$ cat config.mk
export PLATFORM = sky130hd
export DESIGN_NAME = incr_sweep_gen_flat
export DESIGN_NICKNAME = d
export VERILOG_FILES = /design/src/rtl/incr_sweep_gen_if.sv /design/src/rtl/incr_sweep_gen.sv /design/src/flat_wrapper.sv
export SDC_FILE = /design/constraint.sdc
export NUM_CORES = 1
export LEC_CHECK = 0
export BUFFER_PORTS_ARGS = -buffer_cell sky130_fd_sc_hd__buf_2
export CAP_MARGIN = 20
export CORE_UTILIZATION = 50
export CTS_CLUSTER_DIAMETER = 200
export DETAILED_ROUTE_END_ITERATION = 10
export PLACE_DENSITY = 0.78
export SYNTH_ARGS = -nofsm -noshare
export SYNTH_HDL_FRONTEND = slang
export SYNTH_SLANG_ARGS = --single-unit
$ cat constraint.sdc
create_clock -name clk -period 4.7 [get_ports clk]
set_clock_uncertainty 0.15 [all_clocks]
set_input_delay 0.705 -clock clk [delete_from_list [all_inputs] [get_ports clk]]
set_output_delay 0.705 -clock clk [all_outputs]
set_load 0.01 [all_outputs]
$ cat src/rtl/incr_sweep_gen_if.sv
// Bundle between the sweep control logic (master) and incr_sweep_gen (slave).
// Carries the sweep request, the increment word for the counter, and busy/done/state status.
interface incr_sweep_gen_if #(
    parameter int WIDTH       = 32,
    parameter int DWELL_WIDTH = 16
);
    // Handshake: start_i is a one-cycle request taken only while busy_o=0 and abort_i=0;
    // done_o answers it with a one-cycle pulse, abort_i ends it with no pulse.
    logic                   start_i;
    logic                   abort_i;
    logic [WIDTH-1:0]       incr_start_i;
    logic [WIDTH-1:0]       incr_stop_i;
    logic [WIDTH-1:0]       step_i;
    logic [DWELL_WIDTH-1:0] dwell_i;
    logic [WIDTH-1:0]       incr_o;
    logic                   busy_o;
    logic                   done_o;
    logic                   state_dbg_o;

    modport master (
        output start_i, abort_i, incr_start_i, incr_stop_i, step_i, dwell_i,
        input  incr_o, busy_o, done_o, state_dbg_o
    );

    modport slave (
        input  start_i, abort_i, incr_start_i, incr_stop_i, step_i, dwell_i,
        output incr_o, busy_o, done_o, state_dbg_o
    );
endinterface

$ cat src/rtl/incr_sweep_gen.sv
// Stepped increment sweep (chirp) generator feeding the accumulator counter's incr_i.
// Optional feature macro SWEEP_TRIANGLE_EN: sweep back to the start value after reaching stop.
module incr_sweep_gen #(
    parameter int WIDTH       = 32,
    parameter int DWELL_WIDTH = 16
) (
    input  logic              clk,
    input  logic              reset,
    incr_sweep_gen_if.slave   sif
);

    typedef enum logic {
        S_IDLE  = 1'b0,
        S_DWELL = 1'b1
    } state_t;

    state_t                 state_q, state_d;
    logic [WIDTH-1:0]       incr_q, incr_d;
    logic [WIDTH-1:0]       tgt_q, tgt_d;
    logic [WIDTH-1:0]       step_q, step_d;
    logic [DWELL_WIDTH-1:0] dwell_q, dwell_d;
    logic [DWELL_WIDTH-1:0] cnt_q, cnt_d;
    logic                   up_q, up_d;
    logic                   done_q, done_d;
`ifdef SWEEP_TRIANGLE_EN
    logic [WIDTH-1:0]       start_q, start_d;
    logic                   leg_q, leg_d;
`endif

    logic [WIDTH-1:0]       eff_tgt;
    logic                   eff_up;
    logic                   at_end;
    logic                   turn;
    logic [WIDTH-1:0]       diff;
    logic [WIDTH-1:0]       next_val;

    // State register
    always_ff @(posedge clk or posedge reset) begin
        if (reset) begin
            state_q <= S_IDLE;
        end else begin
            state_q <= state_d;
        end
    end

    always_ff @(posedge clk or posedge reset) begin
        if (reset) begin
            incr_q  <= '0;
            tgt_q   <= '0;
            step_q  <= '0;
            dwell_q <= '0;
            cnt_q   <= '0;
            up_q    <= 1'b0;
            done_q  <= 1'b0;
`ifdef SWEEP_TRIANGLE_EN
            start_q <= '0;
            leg_q   <= 1'b0;
`endif
        end else begin
            incr_q  <= incr_d;
            tgt_q   <= tgt_d;
            step_q  <= step_d;
            dwell_q <= dwell_d;
            cnt_q   <= cnt_d;
            up_q    <= up_d;
            done_q  <= done_d;
`ifdef SWEEP_TRIANGLE_EN
            start_q <= start_d;
            leg_q   <= leg_d;
`endif
        end
    end

    // Next increment toward the current leg's target; the gap is clamped so it never overshoots or wraps.
    always_comb begin
        eff_tgt = tgt_q;
        eff_up  = up_q;
        at_end  = (incr_q == tgt_q);
        turn    = 1'b0;
`ifdef SWEEP_TRIANGLE_EN
        if (at_end && !leg_q && (start_q != tgt_q)) begin
            turn    = 1'b1;
            at_end  = 1'b0;
            eff_tgt = start_q;
            eff_up  = ~up_q;
        end
`endif
        diff = eff_up ? (eff_tgt - incr_q) : (incr_q - eff_tgt);
        if ((step_q == '0) || (diff <= step_q)) begin
            next_val = eff_tgt;
        end else if (eff_up) begin
            next_val = incr_q + step_q;
        end else begin
            next_val = incr_q - step_q;
        end
    end

    // Next-state and datapath updates
    always_comb begin
        state_d = state_q;
        incr_d  = incr_q;
        tgt_d   = tgt_q;
        step_d  = step_q;
        dwell_d = dwell_q;
        cnt_d   = cnt_q;
        up_d    = up_q;
        done_d  = 1'b0;
`ifdef SWEEP_TRIANGLE_EN
        start_d = start_q;
        leg_d   = leg_q;
`endif
        case (state_q)
            S_IDLE: begin
                if (sif.start_i && !sif.abort_i) begin
                    state_d = S_DWELL;
                    incr_d  = sif.incr_start_i;
                    tgt_d   = sif.incr_stop_i;
                    step_d  = sif.step_i;
                    dwell_d = sif.dwell_i;
                    cnt_d   = sif.dwell_i;
                    up_d    = (sif.incr_stop_i >= sif.incr_start_i);
`ifdef SWEEP_TRIANGLE_EN
                    start_d = sif.incr_start_i;
                    leg_d   = 1'b0;
`endif
                end
            end
            S_DWELL: begin
                if (sif.abort_i) begin
                    state_d = S_IDLE;
                end else if (cnt_q != '0) begin
                    cnt_d = cnt_q - 1'b1;
                end else if (at_end) begin
                    state_d = S_IDLE;
                    done_d  = 1'b1;
                end else begin
                    incr_d = next_val;
                    cnt_d  = dwell_q;
`ifdef SWEEP_TRIANGLE_EN
                    if (turn) begin
                        tgt_d = start_q;
                        up_d  = ~up_q;
                        leg_d = 1'b1;
                    end
`endif
                end
            end
            default: state_d = S_IDLE;
        endcase
    end

    // Outputs
    always_comb begin
        sif.incr_o      = incr_q;
        sif.busy_o      = (state_q == S_DWELL);
        sif.done_o      = done_q;
        sif.state_dbg_o = state_q;
    end

endmodule

$ cat src/flat_wrapper.sv
// flat-port wrapper written by rule: the top's interface ports become plain ports
module incr_sweep_gen_flat 
#(
    parameter int WIDTH       = 32,
    parameter int DWELL_WIDTH = 16
)
  (clk, reset, sif_start_i, sif_abort_i, sif_incr_start_i, sif_incr_stop_i, sif_step_i, sif_dwell_i, sif_incr_o, sif_busy_o, sif_done_o, sif_state_dbg_o);
  incr_sweep_gen_if #(.WIDTH(WIDTH), .DWELL_WIDTH(DWELL_WIDTH)) sif_i ();
  input  logic clk;
  input  logic reset;
  input wire logic [$bits(sif_i.start_i)-1:0] sif_start_i;
  input wire logic [$bits(sif_i.abort_i)-1:0] sif_abort_i;
  input wire logic [$bits(sif_i.incr_start_i)-1:0] sif_incr_start_i;
  input wire logic [$bits(sif_i.incr_stop_i)-1:0] sif_incr_stop_i;
  input wire logic [$bits(sif_i.step_i)-1:0] sif_step_i;
  input wire logic [$bits(sif_i.dwell_i)-1:0] sif_dwell_i;
  output wire logic [$bits(sif_i.incr_o)-1:0] sif_incr_o;
  output wire logic [$bits(sif_i.busy_o)-1:0] sif_busy_o;
  output wire logic [$bits(sif_i.done_o)-1:0] sif_done_o;
  output wire logic [$bits(sif_i.state_dbg_o)-1:0] sif_state_dbg_o;
  assign sif_i.start_i = sif_start_i;
  assign sif_i.abort_i = sif_abort_i;
  assign sif_i.incr_start_i = sif_incr_start_i;
  assign sif_i.incr_stop_i = sif_incr_stop_i;
  assign sif_i.step_i = sif_step_i;
  assign sif_i.dwell_i = sif_dwell_i;
  assign sif_incr_o = sif_i.incr_o;
  assign sif_busy_o = sif_i.busy_o;
  assign sif_done_o = sif_i.done_o;
  assign sif_state_dbg_o = sif_i.state_dbg_o;
  incr_sweep_gen #(.WIDTH(WIDTH), .DWELL_WIDTH(DWELL_WIDTH)) u_core (.clk(clk), .reset(reset), .sif(sif_i));
endmodule
Word level (Yosys, flattened, before mapping)
Index checks and enable logic that the tools add are counted.
{ "word_totals": {"regBits": 131, "in_bits": 116, "output_inout_bits": 35, "elab_cells": 52} }
{ "classes": {"n_addsub": 5, "n_lt_le_gt_ge": 2, "n_eq_ne": 6, "muxes": 22, "bitwise_logic": 1, "n_reduce_logical": 8} }
{ "ops": {"columns": ["operator", "count"], "rows": [
  ["two-way mux 32 bit", 7],
  ["subtractor 32 bit", 3],
  ["two-way mux 16 bit", 4],
  ["one-hot mux 32 bit (2 select lines)", 1],
  ["adder 32 bit", 1],
  ["== test 32 bit", 1],
  [">= comparator 32 bit", 1],
  ["less-or-equal comparator 32 bit", 1],
  ["zero test 32 bit", 1],
  ["one-hot mux 16 bit (2 select lines)", 1],
  ["nonzero test 16 bit", 1],
  ["subtractor 16 x 1 -> 16 bit, second input constant", 1],
  ["two-way mux 1 bit", 8],
  ["inequality test 2 bit, second input constant", 3],
  ["AND reduction 4 bit", 1],
  ["inequality test 3 bit, second input constant", 1],
  ["AND reduction 3 bit", 1],
  ["inequality test 2 x 1 -> 1 bit, second input constant", 1],
  ["one-hot mux 1 bit (2 select lines)", 1],
  ["AND reduction 2 bit", 1],
  ["logical AND 1 bit", 1],
  ["zero test 1 bit", 1],
  ["logical OR 1 bit", 1],
  ["NOT 1 bit", 1]
]} }

Depth between registers and ports, before layout
{ "depth": {"depth_word": 9, "mapped_depth": 24, "ltp_nobuf": 22} }

Worst setup path before layout
OpenSTA, ideal clock, no wires.
{ "synth_path": {"path_type": "register to register", "startpoint": "register u_core.incr_q[0], in the netlist u_core.sif.incr_o[0]", "endpoint": "register u_core.incr_q[31], in the netlist u_core.sif.incr_o[31]", "setup_ps": 82, "arrival_ps": 4658, "required_ps": 4468, "setup_slack_ps": -190, "path_stages_with_launch": 19, "path_buffers": 0, "synth_period_minus_slack_ps": 4890, "cell_sequence": "dfrtp_1 -> inv_1 -> ha_1 -> fa_1 -> o221ai_1 -> o22ai_1 -> o32a_1 -> o31a_1 -> o31a_1 -> o221ai_1 -> xor2_1 -> ha_1 -> nand4_1 -> nor4_1 -> a21oi_2 -> nor2_2 -> or4b_1 -> mux2_2 -> a31oi_1"} }
{ "synth_via": {"elab_chain_cells": 9, "word_cells_on_any_way": 16, "classes_between": "add/sub: 4; order compare: 1; eq/ne: 2; mux: 7; reduce/logical: 2"} }
{ "synth_rtl": {"columns": ["element", "line_no", "rtl"], "rows": [
  ["start, declared", "incr_sweep_gen.sv:18", "logic [WIDTH-1:0] incr_q, incr_d;"],
  ["start signal, assigned", "incr_sweep_gen.sv:60", "incr_q <= incr_d;"],
  ["subtractor 32 bit", "incr_sweep_gen.sv:88", "diff = eff_up ? (eff_tgt - incr_q) : (incr_q - eff_tgt);"],
  ["two-way mux 32 bit", "incr_sweep_gen.sv:88", null],
  ["less-or-equal comparator 32 bit", "incr_sweep_gen.sv:89", "if ((step_q == '0) || (diff <= step_q)) begin"],
  ["logical OR 1 bit", "incr_sweep_gen.sv:89", null],
  ["two-way mux 32 bit", "incr_sweep_gen.sv:89", null],
  ["two-way mux 32 bit", "incr_sweep_gen.sv:133", "end else if (at_end) begin"],
  ["two-way mux 32 bit", "incr_sweep_gen.sv:131", "end else if (cnt_q != '0) begin"],
  ["two-way mux 32 bit", "incr_sweep_gen.sv:129", "if (sif.abort_i) begin"],
  ["one-hot mux 32 bit (2 select lines)", "incr_sweep_gen.sv:112", "case (state_q)"]
]} }
Parallel ways exist; a longest one is shown, timed or not. The select of a mux whose other input is x is not followed.
A chain may end at the register's enable or synchronous reset.

Final worst setup path
{ "layout_path": {"startpoint": "register u_core.incr_q[2], in the netlist u_core.sif.incr_o[2]", "endpoint": "register u_core.incr_q[31], in the netlist u_core.sif.incr_o[31]"} }
Same word-level chain as after synthesis.

==> metrics.txt <==
first-pass GRT wire length 67900 microns; routed vias/inst 6.10; ys flop type dfrtp_1; CP cell instances buf_4, ha_1, a21o_1, a21oi_1, o221ai_4, buf_4, o211ai_1, o22a_1, o221ai_1, a21oi_2, xnor2_1, ha_1, nand4_1, inv_1, a21oi_2, o211ai_1, a21oi_2, nor2_4, or4b_1, mux2_4, a31oi_1; yosys warns 0; total wire length about 45000 microns; final worst slack -423 ps; clock transition at the registers of the reported paths 70 ps; Pins Over Slew Limit 0; fin area 16100 sq um; routed len/inst 20.4 microns; post-route DRC violation count 0; Post-Syn Instances about 1600; final setup fails 32; Seq cells post-synth ~130; vias in the first global route 12700; hold violation count in the final report 0; Async SR Flop Fraction 100%; unrepaired setup endpoints after global routing yes; antenna fix cells 0; clk buf depth 2; pre-CTS setup slack -241 ps; CP arrival 5330 ps; P_leak 7.85 nW; mux share of post-synthesis cell area 4.03%; failing checks setup timing; height of the die 162 microns; routed length on met1 about 19000 microns; number of max-cap violations 0; crit end category flop; critical path fanouts, max 4; Power Density 737 nW/um^2; ratio of final minimum period to clock period 109%; Post-Synth Simple-Gate Area 13.8%; Largest stage delay, worst path approximately 460 ps; Die X 162 microns; worst hold slack 163 ps; Post-Synth Adder-Cell Area 16.1%; largest family of logic cells by synthesized area compound AO/OA/AOI/OAI gates; Std-Cell Rows between 50 and 60; Syn Area/Cell roughly 8 sq um; all-layer global routing usage approximately a third; via count 13400; CTS Root Cell clkbuf_16; fmax 195 MHz; Sink Count 131; DP Wirelength 32700 microns; GPL Wtd Cong 0.953; Worst Path Buf+Inv 3; xor/xnor share of the synthesized area 6.78%; initial core utilization 50.9%; Crit Path Category flop to flop; CTS Buf Count 17; Yosys cell types 80; P&R area growth vs syn 25.9%; uppermost layer routed met4; Worst EP required 4910 ps; Slew headroom 49.2%; nets@finish 2133; DR WL met3 ~4500 microns; placed cells about 2100; die area approximately 26000 sq um; top cell type by total area after synthesis dfrtp_1; Finished Layout Cells 2197; Syn Nets between 1500 and 2000; Antenna Violating Nets Remaining 0; compound-cell area share of the yosys netlist between 20% and 30%; core area 25100 sq um; Yosys top cell area share roughly a quarter; outcome finished, violations left; sequential share of the synthesized area 25.6%; 1st-iter DRT viols about 1700; total gr overflow 0; initial antenna violation count 0; CTS tree yes; CP max-delay cell or4b_1; CP delay by family, top compound AO/OA/AOI/OAI gates; Worst Max-Slew Pin Slew 761 ps; Hold WC Path Type primary input to asynchronous set/reset pin; Cell Area, Placed 14600 sq um; layout cell share with drive strength beyond 1 between 20% and 30%; top cells by area, synth dfrtp_1 (26%), ha_1 (16%), o21ai_0 (5.8%), a21oi_1 (5.7%), xnor2_1 (4.8%); Port Buffers 150; H-tree Lvls 4; VDD IR max 0.429 mV; met2 WL between 15000 and 20000 microns; min cycle time layout 5120 ps; Post-synth EDFFs 0; Mapped Area 12800 sq um; worst skew pair latency 440 ps; I/O pin cnt approximately 150; CP Launch Type flop; maximum number of pins on one net before global-route repair 146; crit-path most repeated cell a21oi_2; Initial DRT Pass Iterations 7; TNS Setup -8970 ps
==> flip-flops by register name, indices dropped and copies added (netlist names) <==
name / count
u_core.cnt_q: 16
u_core.dwell_q: 16
u_core.eff_tgt: 32
u_core.eff_up: 1
u_core.sif.busy_o: 1
u_core.sif.done_o: 1
u_core.sif.incr_o: 32
u_core.step_q: 32
==> per-layer routing <==
metal | global-route usage [%] | vias up
li1 | - | 6205
met2 | 50.4 | 747
met3 | 6.49 | 117
met1 | 46.5 | 6323
met5 | 0 | -
met4 | 11.8 | 0
==> where the power goes <==
group	leakage (nW)	internal (mW)	switching [mW]	total, mW
clock network	0.309	0.901	0.597	1.50
logic	5.94	3.95	4.76	8.71
registers	1.60	1.39	0.278	1.67
total	7.85	6.24	5.63	11.9
==> cell usage after synthesis, types with 22 or more instances <==
cell type / instances
dfrtp_1: 131
a21o_1: 56
o21ai_0: 148
a21oi_1: 145
ha_1: 160
xnor2_1: 70
nor2_1: 84
xor2_1: 29
clkbuf_1: 65
nand2_1: 163
inv_1: 155
mux2i_1: 29
a31oi_1: 22
nand4_1: 27
==> stage by stage <==
stage / util (%) / power, mW
after CTS: 62.3 / 10.9
final: 64.1 / 11.9
after global routing: 64.1 / 12.5
after detailed placement: 58.3 / 9.06
after global placement: 58.3 / 8.90
after floorplan: - / 6.58
==> cell usage in the layout (no fill, tap or decap), drive strengths merged, types with 22 or more instances in the layout <==
| cell type | count |
|---|---|
| o21ai | 163 |
| a21oi | 146 |
| nor2 | 86 |
| inv | 160 |
| a21o | 56 |
| xnor2 | 70 |
| nand2 | 163 |
| ha | 160 |
| nand4 | 27 |
| dfrtp | 131 |
| a31oi | 22 |
| buf | 323 |
| mux2i | 29 |
| xor2 | 29 |
==> path summary, 6_finish.rpt <==
path	startpoint	endpoint	slack (ps)	cells after the start
worst min register to register	u_core.dwell_q[1]$_DFFE_PP0P_	u_core.dwell_q[1]$_DFFE_PP0P_	360	1
worst max-delay path	u_core.sif.incr_o[2]$_DFFE_PP0P_	u_core.sif.incr_o[31]$_DFFE_PP0P_	-420	21
min in group clk	sif_step_i[1]	u_core.step_q[1]$_DFFE_PP0P_	320	3
max in group asynchronous	reset	u_core.step_q[21]$_DFFE_PP0P_	3340	3
worst max register to register	u_core.sif.incr_o[2]$_DFFE_PP0P_	u_core.sif.incr_o[31]$_DFFE_PP0P_	-420	21
worst min-delay path	reset	u_core.dwell_q[1]$_DFFE_PP0P_	160	2
==> kinds of logic (layout without fill, tap and decap cells) <==
logic type | count (synthesis) | count (layout)
compound gates | 538 | 538
simple gates | 376 | 376
buf+inv | 240 | 511
fa+ha+maj | 163 | 163
flops | 131 | 131
xor+xnor | 99 | 99
mux | 49 | 49
==> area by class of cell <==
class                   count  area [sq um]
multi-input cells        1225          9020
fillers                  2162          9010
flip-flops and latches    131          3280
repair buffers            323          2170
inverters                 156           588
clock buffers              19           433
well taps                 330           413
clock inverters            13           198
==> repair_timing <==
action	in CTS	in global routing
pin swaps	32	53
endpoints found under the setup margin	32	44
setup buffers	25	26
hold buffers	0	0
cloned	0	0
hold endpoints to repair	0	0
resized for setup	42	67
Note: power is estimated with default switching activity, not from simulation.
